### src/rtl/inst_fetch_ctrl_pkg.sv
// Shared types and default sizes for the instruction fetch scheduler.
// Latency: n/a (declarations only).
// Backpressure: n/a.
package inst_fetch_ctrl_pkg;

    // Defaults track the dual-issue instruction buffer geometry.
    localparam int DEF_BUF_DEPTH    = 32;
    localparam int DEF_MAX_INFLIGHT = 4;
    localparam int DEF_OCC_W        = 6;   // log2(DEF_BUF_DEPTH)+1
    localparam int DEF_INF_W        = 3;   // log2(DEF_MAX_INFLIGHT)+1

    typedef enum logic [1:0] {
        FETCH_IDLE  = 2'd0,
        FETCH_RUN   = 2'd1,
        FETCH_DRAIN = 2'd2
    } fetch_state_e;

endpackage

### src/rtl/inst_fetch_ctrl_if.sv
// ICache request/response, buffer push and issue pop signals of the fetch scheduler.
// Latency: n/a (wiring only).
// Backpressure: request is held off by the scheduler; responses and pops are never stalled.
interface inst_fetch_ctrl_if;

    logic fetch_req_o;
    logic fetch_ack_i;
    logic resp_valid_i;
    logic resp_inst1_valid_i;
    logic resp_inst2_valid_i;
    logic push_inst1_valid_o;
    logic push_inst2_valid_o;
    logic issue_i;
    logic issue_mode_i;

    // The scheduler drives requests and pushes.
    modport master (
        output fetch_req_o,
        output push_inst1_valid_o,
        output push_inst2_valid_o,
        input  fetch_ack_i,
        input  resp_valid_i,
        input  resp_inst1_valid_i,
        input  resp_inst2_valid_i,
        input  issue_i,
        input  issue_mode_i
    );

    // ICache, buffer and issue stage as seen from outside the scheduler.
    modport slave (
        input  fetch_req_o,
        input  push_inst1_valid_o,
        input  push_inst2_valid_o,
        output fetch_ack_i,
        output resp_valid_i,
        output resp_inst1_valid_i,
        output resp_inst2_valid_i,
        output issue_i,
        output issue_mode_i
    );

endinterface

### src/rtl/inst_fetch_ctrl_credit_counter.sv
// Up/down credit counter with synchronous clear (clear wins over inc/dec).
// Latency: count updates on the next clk; next value is also exported combinationally.
// Backpressure: none; callers keep the count within 0..2**W-1.
module inst_fetch_ctrl_credit_counter #(
    parameter int W = 6
) (
    input  logic         clk,
    input  logic         rst,
    input  logic         clr_i,
    input  logic [1:0]   inc_i,
    input  logic [1:0]   dec_i,
    output logic [W-1:0] cnt_o,
    output logic [W-1:0] cnt_nxt_o
);

    logic [W-1:0] cnt_q;
    logic [W-1:0] cnt_d;

    // Next count: add incoming credits, remove consumed ones, or clear.
    always_comb begin
        cnt_d = cnt_q + {{(W-2){1'b0}}, inc_i} - {{(W-2){1'b0}}, dec_i};
        if (clr_i) begin
            cnt_d = '0;
        end
    end

    // Count register.
    always_ff @(posedge clk or posedge rst) begin
        if (rst) begin
            cnt_q <= '0;
        end else begin
            cnt_q <= cnt_d;
        end
    end

    assign cnt_o     = cnt_q;
    assign cnt_nxt_o = cnt_d;

endmodule

### src/rtl/inst_fetch_ctrl.sv
// Credit-based ICache fetch scheduler in front of the dual-issue instruction buffer.
// Latency: request/push gating is combinational; counters and FSM update on the next clk.
// Backpressure: requests only issue when 2 buffer entries are reserved for every in-flight response.
module inst_fetch_ctrl
    import inst_fetch_ctrl_pkg::*;
#(
    parameter int BUF_DEPTH    = DEF_BUF_DEPTH,
    parameter int MAX_INFLIGHT = DEF_MAX_INFLIGHT,
    parameter int OCC_W        = DEF_OCC_W,
    parameter int INF_W        = DEF_INF_W
) (
    input  logic                clk,
    input  logic                rst,
    input  logic                flush,
    input  logic                fetch_stall_i,
    inst_fetch_ctrl_if.master   bus,
    output logic [OCC_W-1:0]    occupancy_o,
    output logic [INF_W-1:0]    inflight_o,
    output logic                buffer_full_o,
    output logic                draining_o
);

    localparam logic [OCC_W+1:0] NEED_MAX  = (OCC_W+2)'(BUF_DEPTH);
    localparam logic [INF_W-1:0] INF_MAX   = INF_W'(MAX_INFLIGHT);
    localparam logic [OCC_W-1:0] FULL_THR  = OCC_W'(BUF_DEPTH - 2);
    localparam logic [OCC_W-1:0] OCC_LIMIT = OCC_W'(BUF_DEPTH);

    fetch_state_e     state_q;
    logic [INF_W-1:0] discard_q;
    logic [INF_W-1:0] discard_d;
    logic             draining_q;

    logic [OCC_W-1:0] occ_q;
    logic [OCC_W-1:0] occ_d;
    logic [INF_W-1:0] inf_q;
    logic [INF_W-1:0] inf_d;

    logic             run;
    logic [OCC_W+1:0] need;
    logic             push1;
    logic             push2;
    logic [1:0]       push_cnt;
    logic [1:0]       pop_cnt;
    logic             accept;

    assign run = (state_q == FETCH_RUN);

    // Entries that would be committed if one more request were accepted.
    assign need = {2'b00, occ_q} + {{(OCC_W+1-INF_W){1'b0}}, inf_q, 1'b0} + (OCC_W+2)'(2);

    assign bus.fetch_req_o = run & ~flush & ~fetch_stall_i & (inf_q < INF_MAX) & (need <= NEED_MAX);
    assign accept          = bus.fetch_req_o & bus.fetch_ack_i;

    // Responses only reach the buffer while running; in DRAIN or on flush they are dropped.
    assign push1 = bus.resp_valid_i & bus.resp_inst1_valid_i & run & ~flush;
    assign push2 = bus.resp_valid_i & bus.resp_inst2_valid_i & run & ~flush;
    assign bus.push_inst1_valid_o = push1;
    assign bus.push_inst2_valid_o = push2;

    assign push_cnt = {1'b0, push1} + {1'b0, push2};
    assign pop_cnt  = bus.issue_i ? (bus.issue_mode_i ? 2'd2 : 2'd1) : 2'd0;

    inst_fetch_ctrl_credit_counter #(.W(OCC_W)) u_occ_cnt (
        .clk       (clk),
        .rst       (rst),
        .clr_i     (flush),
        .inc_i     (push_cnt),
        .dec_i     (pop_cnt),
        .cnt_o     (occ_q),
        .cnt_nxt_o (occ_d)
    );

    inst_fetch_ctrl_credit_counter #(.W(INF_W)) u_inf_cnt (
        .clk       (clk),
        .rst       (rst),
        .clr_i     (1'b0),
        .inc_i     ({1'b0, accept}),
        .dec_i     ({1'b0, bus.resp_valid_i}),
        .cnt_o     (inf_q),
        .cnt_nxt_o (inf_d)
    );

    assign discard_d = discard_q - INF_W'(bus.resp_valid_i);

    // Scheduler FSM: one IDLE cycle after reset, then RUN; DRAIN swallows stale responses after a flush.
    always_ff @(posedge clk or posedge rst) begin
        if (rst) begin
            state_q    <= FETCH_IDLE;
            discard_q  <= '0;
            draining_q <= 1'b0;
        end else begin
            case (state_q)
                FETCH_IDLE: begin
                    state_q <= FETCH_RUN;
                end
                FETCH_RUN: begin
                    if (flush && (inf_d != '0)) begin
                        state_q    <= FETCH_DRAIN;
                        discard_q  <= inf_d;
                        draining_q <= 1'b1;
                    end
                end
                FETCH_DRAIN: begin
                    if (flush) begin
                        discard_q <= inf_d;
                        if (inf_d == '0) begin
                            state_q    <= FETCH_RUN;
                            draining_q <= 1'b0;
                        end
                    end else begin
                        discard_q <= discard_d;
                        if (discard_d == '0) begin
                            state_q    <= FETCH_RUN;
                            draining_q <= 1'b0;
                        end
                    end
                end
                default: begin
                    state_q    <= FETCH_IDLE;
                    draining_q <= 1'b0;
                end
            endcase
        end
    end

    assign occupancy_o   = occ_q;
    assign inflight_o    = inf_q;
    assign buffer_full_o = (occ_q > FULL_THR);
    assign draining_o    = draining_q;

    // Illegal traffic from the neighbours and occupancy overflow.
    a_resp_without_req: assert property (@(posedge clk) disable iff (rst)
        !(bus.resp_valid_i && (inf_q == '0)));
    a_pop_underflow: assert property (@(posedge clk) disable iff (rst)
        flush || (({1'b0, occ_q} + (OCC_W+1)'(push_cnt)) >= (OCC_W+1)'(pop_cnt)));
    a_occ_overflow: assert property (@(posedge clk) disable iff (rst)
        occ_q <= OCC_LIMIT);

endmodule

### src/flat_wrapper.sv
// flat-port wrapper written by rule: the top's interface ports become plain ports
module inst_fetch_ctrl_flat import inst_fetch_ctrl_pkg::*;
#(
    parameter int BUF_DEPTH    = DEF_BUF_DEPTH,
    parameter int MAX_INFLIGHT = DEF_MAX_INFLIGHT,
    parameter int OCC_W        = DEF_OCC_W,
    parameter int INF_W        = DEF_INF_W
)
  (clk, rst, flush, fetch_stall_i, occupancy_o, inflight_o, buffer_full_o, draining_o, bus_fetch_req_o, bus_push_inst1_valid_o, bus_push_inst2_valid_o, bus_fetch_ack_i, bus_resp_valid_i, bus_resp_inst1_valid_i, bus_resp_inst2_valid_i, bus_issue_i, bus_issue_mode_i);
  inst_fetch_ctrl_if bus_i ();
  input  logic clk;
  input  logic rst;
  input  logic flush;
  input  logic fetch_stall_i;
  output logic [OCC_W-1:0] occupancy_o;
  output logic [INF_W-1:0] inflight_o;
  output logic buffer_full_o;
  output logic draining_o;
  output wire logic [$bits(bus_i.fetch_req_o)-1:0] bus_fetch_req_o;
  output wire logic [$bits(bus_i.push_inst1_valid_o)-1:0] bus_push_inst1_valid_o;
  output wire logic [$bits(bus_i.push_inst2_valid_o)-1:0] bus_push_inst2_valid_o;
  input wire logic [$bits(bus_i.fetch_ack_i)-1:0] bus_fetch_ack_i;
  input wire logic [$bits(bus_i.resp_valid_i)-1:0] bus_resp_valid_i;
  input wire logic [$bits(bus_i.resp_inst1_valid_i)-1:0] bus_resp_inst1_valid_i;
  input wire logic [$bits(bus_i.resp_inst2_valid_i)-1:0] bus_resp_inst2_valid_i;
  input wire logic [$bits(bus_i.issue_i)-1:0] bus_issue_i;
  input wire logic [$bits(bus_i.issue_mode_i)-1:0] bus_issue_mode_i;
  assign bus_fetch_req_o = bus_i.fetch_req_o;
  assign bus_push_inst1_valid_o = bus_i.push_inst1_valid_o;
  assign bus_push_inst2_valid_o = bus_i.push_inst2_valid_o;
  assign bus_i.fetch_ack_i = bus_fetch_ack_i;
  assign bus_i.resp_valid_i = bus_resp_valid_i;
  assign bus_i.resp_inst1_valid_i = bus_resp_inst1_valid_i;
  assign bus_i.resp_inst2_valid_i = bus_resp_inst2_valid_i;
  assign bus_i.issue_i = bus_issue_i;
  assign bus_i.issue_mode_i = bus_issue_mode_i;
  inst_fetch_ctrl #(.BUF_DEPTH(BUF_DEPTH), .MAX_INFLIGHT(MAX_INFLIGHT), .OCC_W(OCC_W), .INF_W(INF_W)) u_core (.clk(clk), .rst(rst), .flush(flush), .fetch_stall_i(fetch_stall_i), .bus(bus_i), .occupancy_o(occupancy_o), .inflight_o(inflight_o), .buffer_full_o(buffer_full_o), .draining_o(draining_o));
endmodule
### config.mk
export PLATFORM = sky130hd
export DESIGN_NAME = inst_fetch_ctrl_flat
export DESIGN_NICKNAME = d
export VERILOG_FILES = /design/src/rtl/inst_fetch_ctrl_pkg.sv /design/src/rtl/inst_fetch_ctrl_if.sv /design/src/rtl/inst_fetch_ctrl_credit_counter.sv /design/src/rtl/inst_fetch_ctrl.sv /design/src/flat_wrapper.sv
export SDC_FILE = /design/constraint.sdc
export NUM_CORES = 1
export LEC_CHECK = 0
export ABC_AREA = 0
export CAP_MARGIN = 10
export CORE_ASPECT_RATIO = 1.1
export CORE_MARGIN = 1.5
export CORE_UTILIZATION = 39
export DETAILED_ROUTE_END_ITERATION = 8
export GPL_TIMING_DRIVEN = 1
export SLEW_MARGIN = 20
export SYNTH_ARGS = -nofsm -noshare
export SYNTH_HDL_FRONTEND = slang
export SYNTH_SLANG_ARGS = --single-unit
### constraint.sdc
create_clock -name clk -period 5.9 [get_ports clk]
set_input_delay 0.885 -clock clk [delete_from_list [all_inputs] [get_ports clk]]
set_output_delay 0.885 -clock clk [all_outputs]
set_load 0.05 [all_outputs]
## Word-level counts from Yosys, hierarchy flattened

Index checks and enable logic that the tools add are counted.

- Register bits: 15
- Latch bits: 0
- Bits in writable memories: 0
- ROM bits: 0
- Input bits: 10
- Output and inout bits: 14
- Logic and storage cells: 60
- Memories kept: 0

- $add $sub $neg: 8
- Multipliers: 0
- Div/mod/pow operators: 0
- Magnitude comparators: 3
- Eq/ne operators: 5
- Shifts and indexed selects: 0
- Mux-type cells: 16
- Bitwise gates (word level): 14
- Reductions and logical operators: 9

Operator list:

| kind | count |
|---|---|
| 2-bit two-way mux | 6 |
| 1-bit bitwise AND | 11 |
| 8-bit by 2-bit adder with 8-bit output (second input constant) | 1 |
| 8-bit by 6-bit less-or-equal comparator with 1-bit output (second input constant) | 1 |
| 6-bit by 4-bit adder with 7-bit output | 1 |
| 6-bit by 2-bit adder with 6-bit output | 1 |
| 6-bit by 5-bit greater-than comparator with 1-bit output (second input constant) | 1 |
| 3-bit logical NOT | 2 |
| 3-bit two-way mux | 2 |
| 6-bit two-way mux | 1 |
| 3-bit by 2-bit != test with 1-bit output (second input constant) | 2 |
| 2-bit case mux with 3 select lines | 1 |
| 3-bit case mux with 2 select lines | 1 |
| 3-bit by 1-bit subtractor with 3-bit output | 2 |
| 6-bit by 2-bit subtractor with 6-bit output | 1 |
| 1-bit two-way mux | 4 |
| 4-bit AND reduction | 1 |
| 3-bit by 1-bit adder with 3-bit output | 1 |
| 3-bit less-than comparator (second input constant) | 1 |
| 1-bit NOT | 3 |
| 1-bit case mux with 3 select lines | 1 |
| 3-bit AND reduction | 1 |
| 3-bit nonzero test | 1 |
| 1-bit by 1-bit adder with 2-bit output | 1 |
| 7 further kinds | 7 |

## Logic depth before layout (Yosys ltp)

- Depth in word-level cells: 12
- Depth in mapped cells: 18
- Depth with buffers taken out: 18

## Hierarchy

A second synthesis with hierarchy kept.

- Cell total of the unflattened synthesis: 142
- Area, all modules: 1,322.5 µm²

By module, submodules not included:

| module | times used | cells an instance | area each (µm²) | seq. area each (µm²) |
|---|---|---|---|---|
| inst_fetch_ctrl | 1 | 77 | 668.1 | 150.1 |
| inst_fetch_ctrl_credit_counter at u_core.u_occ_cnt | 1 | 48 | 454.2 | 150.1 |
| inst_fetch_ctrl_credit_counter at u_core.u_inf_cnt | 1 | 17 | 200.2 | 75.1 |

## Worst setup path before layout

Ideal clock, no wire load.

- Path type: reg-to-reg
- From: register u_core.u_occ_cnt.cnt_q[1] (netlist: u_core.u_occ_cnt.cnt_o[1])
- To: register u_core.discard_q[2]
- Setup time: 0.135 ns
- Arrival time: 4.370 ns
- Data required time: 5.765 ns
- Slack: 1.395 ns
- Cell stages (with the launch flop): 19
- Buffers on the path: 0
- Period minus slack after synthesis: 4.505 ns
- Path through: dfrtp_1 -> ha_1 -> fa_1 -> ha_1 -> or4b_1 -> o211ai_1 -> nand4_1 -> nand4_1 -> nand4_1 -> ha_1 -> inv_1 -> ha_1 -> inv_1 -> fa_1 -> xor3_2 -> nor3_4 -> o31ai_4 -> a21oi_1 -> a21oi_1

- Longest elaborated chain between the ends: 11
- Elaborated cells between the ends (all ways): 14
- Those cells by class: 4 x add/sub; 1 x order compare; 1 x eq/ne; 3 x mux; 2 x bitwise; 3 x reduce/logical

Ends and longest elaborated chain:

| item | line | RTL |
|---|---|---|
| start: declaration | inst_fetch_ctrl_credit_counter.sv:16 | `logic [W-1:0] cnt_q;` |
| start signal: assignment | inst_fetch_ctrl_credit_counter.sv:32 | `cnt_q <= cnt_d;` |
| 6-bit by 4-bit adder with 7-bit output (*) | inst_fetch_ctrl.sv:49 | `assign need = {2'b00, occ_q} + {{(OCC_W+1-INF_W){1'b0}}, inf_q, 1'b0} + (OCC_W+2)'(2);` |
| 8-bit by 2-bit adder with 8-bit output (*) | inst_fetch_ctrl.sv:49 |  |
| 8-bit by 6-bit less-or-equal comparator with 1-bit output (*) | inst_fetch_ctrl.sv:51 | `assign bus.fetch_req_o = run & ~flush & ~fetch_stall_i & (inf_q < INF_MAX) & (need <= NEED_MAX);` |
| 1-bit bitwise AND (*) | inst_fetch_ctrl.sv:51 |  |
| 1-bit bitwise AND (*) | inst_fetch_ctrl.sv:52 | `assign accept = bus.fetch_req_o & bus.fetch_ack_i;` |
| 3-bit by 1-bit adder with 3-bit output (*) | inst_fetch_ctrl_credit_counter.sv:21 | `cnt_d = cnt_q + {{(W-2){1'b0}}, inc_i} - {{(W-2){1'b0}}, dec_i};` |
| 3-bit by 1-bit subtractor with 3-bit output (*) | inst_fetch_ctrl_credit_counter.sv:21 |  |
| via u_core.inf_d[2] | inst_fetch_ctrl.sv:36 | `logic [INF_W-1:0] inf_d;` |
| 3-bit nonzero test | inst_fetch_ctrl.sv:97 | `if (flush && (inf_d != '0)) begin` |
| 1-bit logical AND | inst_fetch_ctrl.sv:97 |  |
| 2-bit != test (no source line) | n/a |  |
| 2-bit AND reduction (no source line) | n/a |  |
| end signal: assignment | inst_fetch_ctrl.sv:99 | `discard_q <= inf_d;` |
| end signal: assignment | inst_fetch_ctrl.sv:105 | `discard_q <= inf_d;` |
| end signal: assignment | inst_fetch_ctrl.sv:111 | `discard_q <= discard_d;` |
| end: declaration | inst_fetch_ctrl.sv:29 | `logic [INF_W-1:0] discard_q;` |

The timed path passes the listed nets; every way through them passes the cells marked *. The select of a mux whose other input is x is not followed.
A chain may end at the register's enable or synchronous reset.

## Final worst setup path

Same ends and word-level chain as after synthesis.

==> run summary <==
status -> completed
final hold vios -> 0
Seq pwr share -> 0.211
routability cong. -> 0.920
syn avg cell area -> 9.01 um^2
wire per inst -> 12.8 um
area of the core -> 3360 um^2
die width -> 59.5 um
Pint -> 483 uW
Overflow after GRT -> 0
clock share of power -> 0.056
Post-synth ARST share -> 1.00
post_cts resized -> 0
CP Capture Type -> flop
largest family of logic cells by synthesized area -> adder cells
Post-Route Utilization -> 0.500
WL final -> 2890 um
via count -> 1198
LEAKAGE -> 0.000755 uW
reg-to-reg slack, setup -> 1.39 ns
combinational power share -> 0.733
Hold Path Class -> reg2reg
synthesized flop and latch total -> 15
fin nets -> 210
critical path class -> reg2reg
number of global-route vias before repair -> 1200
clock latency on the worst-skew pair -> 0.28 ns
Synth Flop Type -> dfrtp_1
post-synthesis mux area share -> 0.00731
area fraction in compound gates after synthesis -> 0.175
most frequent cells in the layout -> clkdlybuf4s50_1, ha_1, inv_1, nor2_1, dfrtp_1
library cells used by synthesis -> 42
share of post-route cells with drive strength above 1 -> 0.0565
H-tree depth -> 1
signal arrival time at the worst endpoint -> 4.67 ns
Synth Area in Adders -> 0.223
startpoint types -> flop
Tot GR Track Use -> 0.167
vias per cell -> 5.32
Die Footprint -> 3880 um^2
final worst setup slack -> 1.39 ns
total clock buffers created by CTS -> 3
Mapped Nets -> 184
total of warnings raised by yosys -> 0
Slew headroom -> 0.587
Area Growth Syn to Fin -> 22.6%
largest net degree at the start of global routing -> 19
Fmax achieved -> 0.222 GHz
Root Buffer -> clkbuf_4
Cell Area, Synth -> 1370 um^2
ant diodes -> 0
Req. time, crit path -> 6.06 ns
unrepaired setup endpoints after global routing -> no
Placement Setup Slack -> 1.27 ns
Max-Cap Viols -> 0
worst vdd ir -> 0.215 mV
power density over the cells -> 613 nW/um^2
final period utilization -> 0.765
Fin Setup TNS -> 0 ns
Pre-Repair DR Iteration Count -> 4
clock sinks -> 15
Cells after Synth -> 152
Clock Path Buffers -> 2
CTS tree -> done
Worst Tran Pin Value -> 0.618 ns
fin crit period -> 4.51 ns
most common cell after layout, fill and taps aside -> clkdlybuf4s50_1
Rows -> 22
Ports -> 24
XOR/XNOR Fraction of Synth Area -> 0.0438
Final Slew Violations -> 0
simple-gate share of the synthesized area -> 0.219
Post-synth EDFFs -> 0
first-pass GRT wire length -> 5060 um
Setup Skew -> 0.00701 ns
drt drc -> 0
die height -> 65.2 um
hpwl dp -> 2310 um
setup bufs post-CTS -> 0
Clock transition at path regs -> 0.09 ns
initial antenna violation count -> 0
final setup fails -> 0
drt initial violations -> 62
Port Buffer Count -> 23
register area share after synthesis -> 0.274
switching power -> 547 uW
CP Max Fanout -> 6
CTS Hold Bufs -> 0
final antenna-violating net count -> 0
Power, Total -> 1030 uW
starting density of the core -> 0.408
Sw Share -> 0.531
power groups by stage:
stage	sequential, uW	combinational, uW	clock (uW)
global placement	219	735	0
CTS	220	756	58.8
floorplan	305	479	0
global route	228	836	63.1
detailed placement	221	749	0
finish	217	755	57.4
critical path, stage by stage (launching register included):
cell	delay [ns]
dfrtp_1	0.43
ha_1	0.26
fa_1	0.50
ha_1	0.32
or4b_1	0.50
o211ai_1	0.11
nand4_1	0.11
nand4_1	0.12
nand4_1	0.12
ha_1	0.29
inv_1	0.05
ha_1	0.12
inv_1	0.05
fa_1	0.38
xor3_2	0.43
nor3_4	0.25
o31ai_4	0.13
a21oi_1	0.16
a21oi_1	0.06
registers in the layout, indices dropped and copies added (netlist names):
signal	count
u_core.discard_q	3
u_core.draining_o	1
u_core.state_q	2
u_core.u_inf_cnt.cnt_o	3
u_core.u_occ_cnt.cnt_o	6
cells by family (layout without fill, tap and decap cells):
logic type / Yosys count / count (layout)
xor gates and xnor gates: 5 / 5
muxes: 1 / 1
AOI/OAI and AO/OA: 33 / 33
DFF: 15 / 15
buffers and inverters: 21 / 46
adders and majority gates: 22 / 22
and+or+nand+nor: 55 / 55
final timing paths:
kind	startpoint	end	cells past startpoint
min reg2reg	u_core.state_q[0]	u_core.state_q[0]	1
max	u_core.u_occ_cnt.cnt_o[1]	u_core.discard_q[2]	18
min in group asynchronous	rst	u_core.discard_q[0]	2
max reg2reg	u_core.u_occ_cnt.cnt_o[1]	u_core.discard_q[2]	18
max in group asynchronous	rst	u_core.u_inf_cnt.cnt_o[2]	2
min	u_core.state_q[0]	u_core.state_q[0]	1
Yosys cell counts (3+ instances only):
| cell | count | share of area |
|---|---|---|
| inv_1 | 17 | 0.047 |
| or3_1 | 4 | 0.018 |
| a21oi_1 | 7 | 0.026 |
| o211ai_1 | 3 | 0.016 |
| xor2_1 | 3 | 0.019 |
| nor3b_1 | 4 | 0.022 |
| nor2_1 | 15 | 0.041 |
| dfrtp_1 | 15 | 0.27 |
| ha_1 | 18 | 0.16 |
| nor3_1 | 3 | 0.011 |
| o21ai_0 | 8 | 0.029 |
| nand3_1 | 6 | 0.022 |
| nand4_1 | 4 | 0.018 |
| nand2_1 | 8 | 0.022 |
| fa_1 | 4 | 0.058 |
per-stage QoR:
| step | instances | instance area, um^2 | hold WS, ns |
|---|---|---|---|
| after floorplan | 152 | 1370 | 0.473 |
| after global placement | 221 | 1650 | 0.511 |
| after detailed placement | 221 | 1650 | 0.510 |
| after CTS | 225 | 1680 | 0.526 |
| after global routing | 225 | 1680 | 0.562 |
| final | 225 | 1680 | 0.527 |
layer usage:
layer	wire length (um)	track usage
met1	1330	0.215
met2	1380	0.279
met3	121	0.0236
met4	56	0.0667
met5	0	0
cell type report:
cell class | count | area [um^2]
fill | 347 | 1680
multi-input combinational | 116 | 916
sequential | 15 | 375
timing repair buffer | 23 | 230
inverter | 19 | 71.3
tap | 48 | 60.1
clock buffer | 4 | 26.3
(Power assumes the default switching activity.)
